==> config.mk <==
export PLATFORM = sky130hd
export DESIGN_NAME = regfile_sb_flat
export DESIGN_NICKNAME = d
export VERILOG_FILES = /design/src/rtl/rf_pkg.sv /design/src/rtl/regfile_sb_if.sv /design/src/rtl/rf_scoreboard.sv /design/src/rtl/regfile_sb.sv /design/src/flat_wrapper.sv
export SDC_FILE = /design/constraint.sdc
export NUM_CORES = 1
export LEC_CHECK = 0
export CORE_AREA = 10 10 95 97
export CTS_CLUSTER_DIAMETER = 40
export DETAILED_ROUTE_END_ITERATION = 6
export DIE_AREA = 0 0 105 107
export PLACE_DENSITY_LB_ADDON = 0.2
export REMOVE_ABC_BUFFERS = 1
export SYNTH_ARGS = -nofsm -noshare
export SYNTH_HDL_FRONTEND = slang
export SYNTH_HIERARCHICAL = 1
export SYNTH_SLANG_ARGS = --single-unit
==> constraint.sdc <==
create_clock -name Clock -period 4.1 [get_ports Clock]
set_input_delay 0.82 -clock Clock [delete_from_list [all_inputs] [get_ports Clock]]
set_output_delay 0.82 -clock Clock [all_outputs]
set_load 0.01 [all_outputs]
==> src/rtl/rf_pkg.sv <==
// Shared defaults and the address-width helper for the register file.
// Latency: not applicable (constants and functions only).
// Backpressure: not applicable.
package rf_pkg;

  localparam int DATA_W_DEF   = 16;
  localparam int NUM_REGS_DEF = 4;
  localparam int ZERO_REG_DEF = 1;

  // Address width for a given register count; never below one bit.
  function automatic int addr_w(input int num_regs);
    return (num_regs > 1) ? $clog2(num_regs) : 1;
  endfunction

endpackage

==> src/rtl/regfile_sb_if.sv <==
// Decode/writeback bundle of the scoreboarded register file.
// Latency: wires only; reads and hazard flags are combinational at the slave.
// Backpressure: none, every strobe is taken in the cycle it is presented.
interface regfile_sb_if
  import rf_pkg::*;
#(
  parameter int DATA_W   = DATA_W_DEF,
  parameter int NUM_REGS = NUM_REGS_DEF
);
  localparam int ADDR_W = addr_w(NUM_REGS);

  // Operand reads
  logic [ADDR_W-1:0] RS;
  logic [ADDR_W-1:0] RT;
  logic [DATA_W-1:0] ReadRS;
  logic [DATA_W-1:0] ReadRT;
  logic              RSBusy;
  logic              RTBusy;
  // Writeback
  logic              RegWrite;
  logic [ADDR_W-1:0] RD;
  logic [DATA_W-1:0] WriteData;
  // Reservation
  logic              Reserve;
  logic [ADDR_W-1:0] ReserveRD;
  logic              WawHazard;
  logic [ADDR_W:0]   BusyCount;

  modport master (
    output RS, RT, RegWrite, RD, WriteData, Reserve, ReserveRD,
    input  ReadRS, ReadRT, RSBusy, RTBusy, WawHazard, BusyCount
  );

  modport slave (
    input  RS, RT, RegWrite, RD, WriteData, Reserve, ReserveRD,
    output ReadRS, ReadRT, RSBusy, RTBusy, WawHazard, BusyCount
  );

endinterface

==> src/rtl/rf_scoreboard.sv <==
// Per-register busy bits with set-over-clear priority and a registered busy population count.
// Latency: busy bits and count update one edge after the set/clear strobes.
// Backpressure: none; set and clear are accepted every cycle.
module rf_scoreboard
  import rf_pkg::*;
#(
  parameter int  NUM_REGS = NUM_REGS_DEF,
  parameter int  ZERO_REG = ZERO_REG_DEF,
  localparam int ADDR_W   = addr_w(NUM_REGS)
) (
  input  logic                Clock,
  input  logic                Reset_n,
  input  logic                i_clr_vld,
  input  logic [ADDR_W-1:0]   i_clr_addr,
  input  logic                i_set_vld,
  input  logic [ADDR_W-1:0]   i_set_addr,
  output logic [NUM_REGS-1:0] o_busy,
  output logic [ADDR_W:0]     o_busy_cnt
);

  logic [NUM_REGS-1:0] r_busy;
  logic [ADDR_W:0]     r_busy_cnt;
  logic [NUM_REGS-1:0] w_busy_nxt;
  logic [ADDR_W:0]     w_busy_cnt_nxt;

  // Next busy vector: clear first so a same-register reservation overrides the completing write.
  always_comb begin
    w_busy_nxt = r_busy;
    if (i_clr_vld) w_busy_nxt[i_clr_addr] = 1'b0;
    if (i_set_vld) w_busy_nxt[i_set_addr] = 1'b1;
    if (ZERO_REG != 0) w_busy_nxt[0] = 1'b0;
    w_busy_cnt_nxt = '0;
    for (int i = 0; i < NUM_REGS; i++) begin
      w_busy_cnt_nxt = w_busy_cnt_nxt + (ADDR_W+1)'(w_busy_nxt[i]);
    end
  end

  // Busy vector and its count are registered together so they always agree.
  always_ff @(posedge Clock or negedge Reset_n) begin
    if (!Reset_n) begin
      r_busy     <= '0;
      r_busy_cnt <= '0;
    end else begin
      r_busy     <= w_busy_nxt;
      r_busy_cnt <= w_busy_cnt_nxt;
    end
  end

  assign o_busy     = r_busy;
  assign o_busy_cnt = r_busy_cnt;

endmodule

==> src/rtl/regfile_sb.sv <==
// Register file with write-first bypass, optional hardwired-zero R0 and a busy scoreboard.
// Latency: reads, busy flags and WAW flag combinational; array and BusyCount update on the edge.
// Backpressure: none; writes and reservations are accepted in the cycle presented.
module regfile_sb
  import rf_pkg::*;
#(
  parameter int DATA_W   = DATA_W_DEF,
  parameter int NUM_REGS = NUM_REGS_DEF,
  parameter int ZERO_REG = ZERO_REG_DEF
) (
  input  logic         Clock,
  input  logic         Reset_n,
  regfile_sb_if.slave  bus
);

  localparam int ADDR_W = addr_w(NUM_REGS);

  logic [DATA_W-1:0]   r_regs [NUM_REGS];
  logic                w_wr_en;
  logic                w_rs_hit;
  logic                w_rt_hit;
  logic                w_rsv_hit;
  logic [NUM_REGS-1:0] w_busy;
  logic [ADDR_W:0]     w_busy_cnt;

  // Writes to the hardwired-zero register are dropped, including from the bypass.
  assign w_wr_en   = bus.RegWrite && !((ZERO_REG != 0) && (bus.RD == '0));
  assign w_rs_hit  = bus.RegWrite && (bus.RD == bus.RS);
  assign w_rt_hit  = bus.RegWrite && (bus.RD == bus.RT);
  assign w_rsv_hit = bus.RegWrite && (bus.RD == bus.ReserveRD);

  // Data array; register 0 is never written when hardwired to zero, so it stays at its reset value.
  always_ff @(posedge Clock or negedge Reset_n) begin
    if (!Reset_n) begin
      for (int i = 0; i < NUM_REGS; i++) r_regs[i] <= '0;
    end else if (w_wr_en) begin
      r_regs[bus.RD] <= bus.WriteData;
    end
  end

  // Operand muxes: same-cycle writeback data wins over the stored value.
  always_comb begin
    bus.ReadRS = r_regs[bus.RS];
    bus.ReadRT = r_regs[bus.RT];
    if (w_wr_en && (bus.RD == bus.RS)) bus.ReadRS = bus.WriteData;
    if (w_wr_en && (bus.RD == bus.RT)) bus.ReadRT = bus.WriteData;
    if ((ZERO_REG != 0) && (bus.RS == '0)) bus.ReadRS = '0;
    if ((ZERO_REG != 0) && (bus.RT == '0)) bus.ReadRT = '0;
  end

  rf_scoreboard #(
    .NUM_REGS (NUM_REGS),
    .ZERO_REG (ZERO_REG)
  ) u_scoreboard (
    .Clock      (Clock),
    .Reset_n    (Reset_n),
    .i_clr_vld  (bus.RegWrite),
    .i_clr_addr (bus.RD),
    .i_set_vld  (bus.Reserve),
    .i_set_addr (bus.ReserveRD),
    .o_busy     (w_busy),
    .o_busy_cnt (w_busy_cnt)
  );

  // A value arriving through the bypass this cycle is not a hazard for the reader.
  assign bus.RSBusy    = w_busy[bus.RS] && !w_rs_hit;
  assign bus.RTBusy    = w_busy[bus.RT] && !w_rt_hit;
  assign bus.WawHazard = bus.Reserve && w_busy[bus.ReserveRD] && !w_rsv_hit;
  assign bus.BusyCount = w_busy_cnt;

endmodule

==> src/flat_wrapper.sv <==
// flat-port wrapper written by rule: the top's interface ports become plain ports
module regfile_sb_flat import rf_pkg::*;
#(
  parameter int DATA_W   = DATA_W_DEF,
  parameter int NUM_REGS = NUM_REGS_DEF,
  parameter int ZERO_REG = ZERO_REG_DEF
)
  (Clock, Reset_n, bus_RS, bus_RT, bus_RegWrite, bus_RD, bus_WriteData, bus_Reserve, bus_ReserveRD, bus_ReadRS, bus_ReadRT, bus_RSBusy, bus_RTBusy, bus_WawHazard, bus_BusyCount);
  regfile_sb_if #(.DATA_W(DATA_W), .NUM_REGS(NUM_REGS)) bus_i ();
  input  logic Clock;
  input  logic Reset_n;
  input wire logic [$bits(bus_i.RS)-1:0] bus_RS;
  input wire logic [$bits(bus_i.RT)-1:0] bus_RT;
  input wire logic [$bits(bus_i.RegWrite)-1:0] bus_RegWrite;
  input wire logic [$bits(bus_i.RD)-1:0] bus_RD;
  input wire logic [$bits(bus_i.WriteData)-1:0] bus_WriteData;
  input wire logic [$bits(bus_i.Reserve)-1:0] bus_Reserve;
  input wire logic [$bits(bus_i.ReserveRD)-1:0] bus_ReserveRD;
  output wire logic [$bits(bus_i.ReadRS)-1:0] bus_ReadRS;
  output wire logic [$bits(bus_i.ReadRT)-1:0] bus_ReadRT;
  output wire logic [$bits(bus_i.RSBusy)-1:0] bus_RSBusy;
  output wire logic [$bits(bus_i.RTBusy)-1:0] bus_RTBusy;
  output wire logic [$bits(bus_i.WawHazard)-1:0] bus_WawHazard;
  output wire logic [$bits(bus_i.BusyCount)-1:0] bus_BusyCount;
  assign bus_i.RS = bus_RS;
  assign bus_i.RT = bus_RT;
  assign bus_i.RegWrite = bus_RegWrite;
  assign bus_i.RD = bus_RD;
  assign bus_i.WriteData = bus_WriteData;
  assign bus_i.Reserve = bus_Reserve;
  assign bus_i.ReserveRD = bus_ReserveRD;
  assign bus_ReadRS = bus_i.ReadRS;
  assign bus_ReadRT = bus_i.ReadRT;
  assign bus_RSBusy = bus_i.RSBusy;
  assign bus_RTBusy = bus_i.RTBusy;
  assign bus_WawHazard = bus_i.WawHazard;
  assign bus_BusyCount = bus_i.BusyCount;
  regfile_sb #(.DATA_W(DATA_W), .NUM_REGS(NUM_REGS), .ZERO_REG(ZERO_REG)) u_core (.Clock(Clock), .Reset_n(Reset_n), .bus(bus_i));
endmodule
==> metrics.yaml <==
yosys:
  avgSynthCellArea_um2: 14.03
  ys_top_cells_by_area: "dfrtp_1, mux4_2, mux2_2"
  synth.yosys.seq_area_share: 0.4245
  synth_edf_count: 0
  ys_seq_elements: 69
  synth_most_common_cell: "dfrtp_1"
  ys_warn_count: 6
  synth_area_um2: 4068
  synth_top_area_share: 0.4245
  synth_common_cells: "dfrtp_1, mux2_2, nor2_1"
  synth-async-reset-ratio: 1.000
  ys_types: 33
  synth_cells: 290
  synth_flop_cell: "dfrtp_1"
  yosysTopAreaCell: "dfrtp_1"
setup_path:
  critPathMaxStageDelay_ns: 0.72
  path_buf_inv: 3
  crit_fanout: 9
  start_kind: "primary input"
  crit_path_frequent_cell: "clkdlybuf4s50_1"
  endpoint_kind: "output pin"
  critPathSlowestCell: "clkdlybuf4s50_1"
  cp.required_ns: 3.28
  crit_type: "in2out"
  path_cells: "clkdlybuf4s50_1 > buf_4 > mux4_1 > mux2i_1 > nor2_1 > clkdlybuf4s50_1"
  crit_family: "buffers and inverters"
  arrival_ns: 3.11
floorplan:
  ios: 66
  core_um2: 7137
  die_area_um2: 11240
  row_count: 31
  dieWidth_um: 105
  die_y_um: 107
  initial_core_util: 0.5700
clocking:
  path_clk_slew_ns: 0.07
  cts_setup_buffers: 0
  insertion_delay_ns: 0.35
  cts-hold-fix-buffers: 0
  root_buffer: "clkbuf_8"
  htree_levels: 3
  cts.sinks: 69
  cts_tree: "built"
  cts_buffers: 9
  ctsLongestPathBuffers: 2
power_and_ir_drop:
  p_sw_frac: 0.2619
  vdd_ir_drop_max_uv: 298.1
  power_density_nw_per_um2: 421.5
  clkPwrFrac: 0.319
  p_leak_nw: 2.191
  pwr-share-seq: 0.402
  p_int_mw: 1.560
  p_switching_uw: 553.6
  p_total_mw: 2.114
  pwr-share-comb: 0.278
min_path:
  hold_path.class: "reg2reg"
grt:
  antenna_found_initial: 0
  track_usage: 0.1738
  overflow: 0
  grt_max_degree: 50
  grt_pass1_vias: 2866
  grt_pass1_wl_um: 15260
timing:
  worstMarginPinSlew_ns: 1.083
  fmax_mhz: 254.2
  finalMaxSlewViolations: 0
  timing.setup.tns_ns: 0
  worst_slack_ns: 0.1662
  min_period_ns: 3.934
  maxSlewHeadroom: 0.2755
  hold_viol: 0
  fin_crit_sh: 0.9595
  rsz0062_at_grt: "no"
  clock_skew_ns: 0.0001860
  hold_ws_ns: 0.3982
  setup_violations: 0
routing:
  drt-pass1-iter-count: 4
  wirelength_um: 9486
  num_vias: 2676
  ant_nets: 0
  wl_per_cell_um: 20.85
  avgViaCountPerCell: 5.881
  route.detailed.drc: 0
  drtIter0Drc: 117
layout:
  area_growth_pct: 23.29
  fin_cells: 455
  drive_gt1_frac: 0.3427
  fillCellCount: 555
  diodes: 0
  final_nets: 380
placement:
  dp.cells: 439
  hpwl_um: 6540
  port_buffers: 64
  routabilityCongestion: 0.7640
  place_ws_ns: 0.1799
outcome:
  status: "finished clean"
run:
  maxCapViolations: 0
-- path summary, 6_finish.rpt --
path / start / endpoint / slack [ns] / cells past startpoint
min in group asynchronous: Reset_n / u_core/r_regs[21] / 0.67 / 1
max reg2reg: u_core/u_scoreboard/o_busy[1] / u_core/u_scoreboard/o_busy_cnt[0] / 2.89 / 3
min reg2reg: u_core/r_regs[52] / u_core/r_regs[52] / 0.40 / 0
max in group asynchronous: Reset_n / u_core/r_regs[52] / 2.55 / 2
max: bus_RS[0] / bus_ReadRS[10] / 0.17 / 6
min: u_core/r_regs[52] / u_core/r_regs[52] / 0.40 / 0
-- timing repair --
action | CTS | global route
endpoints found under the hold margin | 0 | 0
setup endpoints to repair | 0 | 1
gates resized for setup | 0 | 1
-- layout make-up --
type	count	area (um2)	area share
Tap cell	99	123.9	0.02470
Clock inverter	4	95.09	0.01896
Multi-Input combinational cell	183	2105	0.4197
Clock buffer	12	145.1	0.02894
Inverter	3	11.26	0.002246
Timing Repair Buffer	85	808.3	0.1612
Sequential cell	69	1727	0.3443
-- cells in the final DEF (no fill, tap or decap), types with 2 or more instances in the layout --
master           count
clkbuf_8            10
buf_4               20
mux4_1               3
nand3b_1             4
mux2_2              48
nand3_1              4
o2bb2ai_1            2
mux4_2              32
inv_1                3
clkbuf_1             2
and4bb_1             2
xnor2_1              3
nor2_1              35
xor2_1               2
conb_1               2
mux2i_1             32
dfrtp_1             69
bufinv_16            3
clkdlybuf4s50_1     62
-- logic make-up (layout without fill, tap and decap cells) --
group,after synthesis,in the layout,share of synthesized area
multiplexers,115,115,0.4082
XOR/XNOR,6,6,0.01477
buffers and inverters,39,104,0.05906
other,1,2,0.0009219
AND/OR/NAND/NOR,49,49,0.05752
flip-flops,69,69,0.4245
AO/OA/AOI/OAI,10,10,0.03015
adder cells (fa/ha/maj),1,1,0.004922
-- stage by stage --
stage                     area (um2)  utilization
final                           5015       0.7027
after global routing            5015       0.7027
after CTS                       5012       0.7023
after detailed placement        4772       0.6687
after global placement          4772       0.6687
after floorplan                 3842            -
-- metal layers --
metal	share of wire	track usage	vias up	wire length, um
met5	0	0	-	0
met4	0.013	0.05882	0	119
met3	0.064	0.05210	10	611
met2	0.48	0.2759	81	4525
met1	0.45	0.2234	1393	4230
li1	-	-	1192	-
-- power groups by stage --
stage | registers, mW | logic [mW] | clock network, mW
finish | 0.850 | 0.588 | 0.675
global route | 0.863 | 0.639 | 0.715
CTS | 0.849 | 0.597 | 0.686
detailed placement | 0.861 | 0.593 | 0
global placement | 0.854 | 0.585 | 0
floorplan | 0.843 | 0.324 | 0
-- state kept, by name (all words and copies together), names as in the netlist --
signal	count
u_core/r_regs	64
u_core/u_scoreboard/o_busy	3
u_core/u_scoreboard/o_busy_cnt	2
Power figures use the tool's default switching activity.
